`config.mk`:
```
export PLATFORM = sky130hd
export DESIGN_NAME = fifo_read_port
export DESIGN_NICKNAME = d
export VERILOG_FILES = /design/src/rtl/fifo_read_port_pkg.sv /design/src/rtl/ring_addr_add.sv /design/src/rtl/fifo_read_port.sv
export SDC_FILE = /design/constraint.sdc
export NUM_CORES = 1
export LEC_CHECK = 0
export ABC_AREA = 1
export CAP_MARGIN = 20
export CORE_MARGIN = 3
export CORE_UTILIZATION = 45
export CTS_BUF_LIST = sky130_fd_sc_hd__clkbuf_2 sky130_fd_sc_hd__clkbuf_4 sky130_fd_sc_hd__clkbuf_8
export CTS_CLUSTER_SIZE = 8
export DETAILED_ROUTE_END_ITERATION = 10
export PLACE_DENSITY = 0.8
export SYNTH_ARGS = -nofsm -noshare
export SYNTH_HDL_FRONTEND = slang
export SYNTH_SLANG_ARGS = --single-unit
```
`constraint.sdc`:
```
create_clock -name clk -period 6.3 [get_ports clk]
set_clock_uncertainty 0.15 [all_clocks]
set_input_delay 1.26 -clock clk [delete_from_list [all_inputs] [get_ports clk]]
set_output_delay 1.26 -clock clk [all_outputs]
set_load 0.02 [all_outputs]
```
`src/rtl/fifo_read_port_pkg.sv`:
```
// Shared defaults and state encoding for the FIFO read-side controller.
// The optional statistics outputs are built only when FIFO_RD_STATS_EN is defined.
package fifo_read_port_pkg;

  localparam int NUM_BIT_DEF  = 4;
  localparam int NUM_REG_DEF  = 4;
  localparam int NUMP1_DEF    = NUM_REG_DEF + 1;
  localparam int PAR_READ_DEF = 2;
  localparam int PW_DEF       = $clog2(NUM_REG_DEF) + 1;

  typedef enum logic {
    ST_EMPTY = 1'b0,
    ST_FULL  = 1'b1
  } state_e;

  localparam logic [15:0] POP_MAX = 16'hFFFF;

endpackage

```
`src/rtl/ring_addr_add.sv`:
```
// Combinational (a+b) mod NUMP1 on PW-bit ring pointers; both operands must be < NUMP1.
module ring_addr_add
  import fifo_read_port_pkg::*;
#(
  parameter int NUMP1 = NUMP1_DEF,
  parameter int PW    = PW_DEF
) (
  input  logic [PW-1:0] a_i,
  input  logic [PW-1:0] b_i,
  output logic [PW-1:0] sum_o
);

  // One guard bit keeps the raw sum exact before the single conditional wrap.
  logic [PW:0] raw;
  logic [PW:0] wrapped;

  assign raw     = {1'b0, a_i} + {1'b0, b_i};
  assign wrapped = raw - (PW+1)'(NUMP1);
  assign sum_o   = (raw >= (PW+1)'(NUMP1)) ? wrapped[PW-1:0] : raw[PW-1:0];

endmodule

```
`src/rtl/fifo_read_port.sv`:
```
// Read-side controller of the circular multi-word FIFO: owns rd_ptr, fetches PAR_READ words
// per transfer into an output stage. Optional stats outputs under FIFO_RD_STATS_EN.
module fifo_read_port
  import fifo_read_port_pkg::*;
#(
  parameter  int NUM_BIT  = NUM_BIT_DEF,
  parameter  int NUM_REG  = NUM_REG_DEF,
  parameter  int NUMP1    = NUMP1_DEF,
  parameter  int PAR_READ = PAR_READ_DEF,
  localparam int PW       = $clog2(NUM_REG) + 1
) (
  input  logic                        clk,
  input  logic                        rst,
  input  logic                        init,
  input  logic [PW-1:0]               wr_ptr,
  output logic [PAR_READ*PW-1:0]      rd_addr,
  input  logic [PAR_READ*NUM_BIT-1:0] mem_rdata,
  output logic [PW-1:0]               rd_ptr,
  output logic [PW-1:0]               occupancy,
  output logic                        empty,
  output logic                        dout_valid,
  input  logic                        dout_ready,
  output logic [PAR_READ*NUM_BIT-1:0] dout_data
`ifdef FIFO_RD_STATS_EN
  ,
  output logic [15:0]                 pop_count,
  output logic [0:0]                  underrun
`endif
);

  state_e                      state_q, state_d;
  logic [PW-1:0]               rd_ptr_q, rd_ptr_nxt;
  logic [PAR_READ*NUM_BIT-1:0] data_q;
  logic [PW:0]                 occ_raw;
  logic                        can_load;
  logic                        load;
  logic                        hs;

  // Per-slice read addresses wrap independently around the ring.
  for (genvar i = 0; i < PAR_READ; i++) begin : g_addr
    ring_addr_add #(.NUMP1(NUMP1), .PW(PW)) u_addr (
      .a_i   (rd_ptr_q),
      .b_i   (PW'(i)),
      .sum_o (rd_addr[i*PW +: PW])
    );
  end

  ring_addr_add #(.NUMP1(NUMP1), .PW(PW)) u_nxt (
    .a_i   (rd_ptr_q),
    .b_i   (PW'(PAR_READ)),
    .sum_o (rd_ptr_nxt)
  );

  always_comb begin
    if (wr_ptr >= rd_ptr_q) occ_raw = {1'b0, wr_ptr} - {1'b0, rd_ptr_q};
    else                    occ_raw = {1'b0, wr_ptr} - {1'b0, rd_ptr_q} + (PW+1)'(NUMP1);
  end

  assign occupancy  = occ_raw[PW-1:0];
  assign empty      = (occ_raw == '0);
  assign can_load   = (occ_raw >= (PW+1)'(PAR_READ));
  assign dout_valid = (state_q == ST_FULL);
  assign hs         = dout_valid && dout_ready;
  assign rd_ptr     = rd_ptr_q;
  assign dout_data  = data_q;

  always_comb begin
    state_d = state_q;
    load    = 1'b0;
    case (state_q)
      ST_EMPTY: begin
        if (can_load) begin
          load    = 1'b1;
          state_d = ST_FULL;
        end
      end
      ST_FULL: begin
        if (dout_ready) begin
          if (can_load) load    = 1'b1;
          else          state_d = ST_EMPTY;
        end
      end
      default: state_d = ST_EMPTY;
    endcase
    // The writer is cleared by the same init, so any pending pop is discarded.
    if (init) begin
      state_d = ST_EMPTY;
      load    = 1'b0;
    end
  end

  always_ff @(posedge clk or negedge rst) begin
    if (!rst) begin
      state_q  <= ST_EMPTY;
      rd_ptr_q <= '0;
      data_q   <= '0;
    end else begin
      state_q <= state_d;
      if (init) begin
        rd_ptr_q <= '0;
      end else if (load) begin
        rd_ptr_q <= rd_ptr_nxt;
        data_q   <= mem_rdata;
      end
    end
  end

`ifdef FIFO_RD_STATS_EN
  logic [15:0] pop_q;

  always_ff @(posedge clk or negedge rst) begin
    if (!rst)                        pop_q <= '0;
    else if (init)                   pop_q <= '0;
    else if (hs && pop_q != POP_MAX) pop_q <= pop_q + 16'd1;
  end

  assign pop_count = pop_q;
  assign underrun  = dout_ready && !dout_valid && empty;
`else
  logic unused_hs;
  assign unused_hs = hs;
`endif

`ifdef ASSERT
  always_ff @(posedge clk) begin
    if (rst && (wr_ptr >= PW'(NUMP1)))
      $error("fifo_read_port: wr_ptr %0d out of ring range", wr_ptr);
  end
`endif

endmodule

```
==> results.py <==
metrics = {
    "global_route": {
        "grt.total_usage": 0.172,
        "grt_pass1_wl_um": 3550,
        "grt_max_degree": 13,
        "antenna_found_initial": 0,
        "first_global_vias": 915,
        "grt.overflow.total": 0,
    },
    "detailed_routing": {
        "firstDrtPassIters": 3,
        "drc": 0,
        "routed-via-count": 947,
        "avgRoutedWirePerCell_um": 11.3,
        "drtAntennaViolNets": 0,
        "wl_um": 2200,
        "viasPerCell": 4.88,
        "drtIter0Drc": 3,
    },
    "floorplanning": {
        "start_util": 0.489,
        "core.rowCount": 16,
        "die_width_um": 52.9,
        "coreArea_sq_um": 2020,
        "dieArea_sq_um": 2800,
        "ios": 37,
        "fp.dieH_um": 52.9,
    },
    "power_and_ir_drop": {
        "p_leak_uw": 0.000694,
        "ir_worst_vdd_v": 0.000315,
        "powerDensity_nw_per_um2": 573,
    },
    "setup_path": {
        "startpoint_type": "input port",
        "path_class": "in -> out",
        "critPathRequiredTime_ns": 4.89,
        "cp-end-kind": "output pin",
        "arrival_ns": 3.99,
        "critPathMaxFanout": 6,
    },
    "cts": {
        "cts_buffers": 3,
        "tritoncts": "yes",
        "htreeDepth": 1,
        "cts_sinks": 12,
        "root_buffer": "clkbuf_4",
        "cts_resized": 0,
        "clkTransAtPathRegs_ns": 0.07,
        "cts_hold_buf": 0,
        "clk_path_buf_depth": 2,
        "post_cts_buffers": 0,
        "clk_latency_ns": 0.27,
    },
    "synthesis": {
        "avgSynthCellArea_sq_um": 7.73,
        "synth_top_area_frac": 0.303,
        "syn_area_sq_um": 990,
        "synth_seq_cells": 12,
        "synth_top_area_cell": "dfrtp_1",
        "yosysUniqueCellTypes": 22,
        "yosysSeqAreaShare": 0.303,
        "syn_nets": 155,
        "syn_inst": 128,
        "ys_top_cells_by_area": "dfrtp_1 30%, nand2_1 15%, ha_1 11%, inv_1 8.0%, fa_1 6.1%",
        "yosysWarnings": 0,
    },
    "sta": {
        "finalMaxSlewViolations": 0,
        "tightest_slew_ns": 0.522,
        "relSlewSlack": 0.651,
        "fmax_ghz": 0.185,
        "period_share": 0.857,
        "hold_violations": 0,
        "rsz0062_at_grt": "false",
        "finalCriticalPeriod_ns": 5.40,
        "tns_ns": 0,
        "setup_viol": 0,
    },
    "placed_design": {
        "gp_congestion": 0.714,
        "dp.final_hpwl_um": 1850,
        "postPlaceCellArea_sq_um": 1370,
        "io_buffers": 36,
    },
    "final_layout": {
        "area.growth.synth_to_final_pct": 42.4,
        "fill_cells": 179,
        "post-route-cell-area_sq_um": 1410,
        "drive_above_1_share": 0.0898,
        "diodes": 0,
        "multi_input_area_sq_um": 596,
        "area.sequential_sq_um": 300,
        "layout.nets": 195,
    },
    "outcome": {
        "status": "completed",
    },
    "worst_hold_path": {
        "hold_class": "reg -> reg",
    },
    "run": {
        "cap_violations": 0,
    },
}
[critical path, cell delays in order]
cell and delay [ns]:
clkdlybuf4s50_1 0.40, inv_1 0.06, ha_1 0.13, inv_1 0.06, fa_1 0.38, fa_1 0.36
inv_1 0.13, nand2_2 0.12, o21ai_2 0.22, nand3_4 0.14, nor2_1 0.10, clkdlybuf4s50_1 0.61
[cells by family after synthesis]
family | after synthesis | synth area share
adders and majority gates | 12 | 0.174
xor gates and xnor gates | 5 | 0.0442
AOI/OAI and AO/OA | 12 | 0.0784
buffers and inverters | 23 | 0.0948
and+or+nand+nor | 64 | 0.305
DFF | 12 | 0.303
[per-layer routing]
| metal | track usage | wire length [um] | up-vias |
|---|---|---|---|
| met5 | 0 | 0 | - |
| met4 | 0.0723 | 8 | 0 |
| met3 | 0.0338 | 159 | 2 |
| met2 | 0.331 | 1150 | 31 |
| met1 | 0.176 | 880 | 433 |
| li1 | - | - | 481 |
[Yosys cell counts, drive strengths merged]
| library cell | n |
|---|---|
| a21o | 1 |
| o211ai | 1 |
| dfrtp | 12 |
| nand3 | 11 |
| o21ai | 7 |
| o22ai | 1 |
| xor2 | 4 |
| inv | 22 |
| nor2 | 7 |
| xnor2 | 1 |
| nor2b | 1 |
| fa | 3 |
| ha | 9 |
| nand2 | 43 |
| buf | 1 |
| nand4 | 2 |
| a21oi | 2 |
[flip-flops by register name, summed over array words and instances, names as in the netlist]
register	count
dout_data	8
dout_valid	1
rd_ptr	3
[cells in the final DEF (no fill, tap or decap)]
cell type	netlist	final
xor2_1	4	4
nand3_1	8	8
a21o_1	1	1
nand2_2	4	4
inv_2	1	1
o211ai_1	1	1
nand4_1	2	2
clkbuf_4	0	3
nor2_1	7	7
clkdlybuf4s50_1	0	36
o22ai_1	1	1
xnor2_1	1	1
ha_1	9	9
dfrtp_1	12	12
fa_1	3	3
o21ai_2	3	3
nand3_2	1	1
a21oi_1	2	2
o21ai_0	4	4
nand3_4	2	2
nand2_1	39	39
nor2b_1	1	1
inv_1	21	21
clkbuf_8	0	1
[power breakdown]
group / internal, uW / leakage (uW) / switching [uW] / total, uW
registers: 112 / 0.000150 / 36.4 / 148
clock network: 35.1 / 0.0000210 / 24.3 / 59.4
logic: 261 / 0.000523 / 339 / 600
[per-stage QoR]
step                       util  std cells  total power (uW)  hold slack, ns  setup WS, ns
after floorplan               -        128               523           0.435          1.86
after global placement    0.679        190               727           0.315         0.981
after detailed placement  0.679        190               750           0.322         0.910
after CTS                 0.697        194               814           0.349         0.911
after global routing      0.697        194               871           0.362         0.755
final                     0.697        194               807           0.344         0.901
[cell type report]
cell class	instances	area share
inverter	22	0.0586
tap	27	0.0240
multi-input combinational	93	0.423
clock buffer	4	0.0258
sequential	12	0.213
timing repair buffer	36	0.256
[worst paths after layout]
| check | startpoint | end | slack (ns) | cells past startpoint |
|---|---|---|---|---|
| max in group asynchronous | rst | dout_data[6] | 4.47 | 1 |
| min in group asynchronous | rst | dout_valid | 1.18 | 1 |
| worst max-delay path | wr_ptr[0] | empty | 0.90 | 12 |
| worst min register to register | dout_data[4] | dout_data[4] | 0.34 | 2 |
| worst max register to register | rd_ptr[0] | dout_data[3] | 3.53 | 14 |
| worst min-delay path | dout_data[4] | dout_data[4] | 0.34 | 2 |
(Power assumes the default switching activity.)
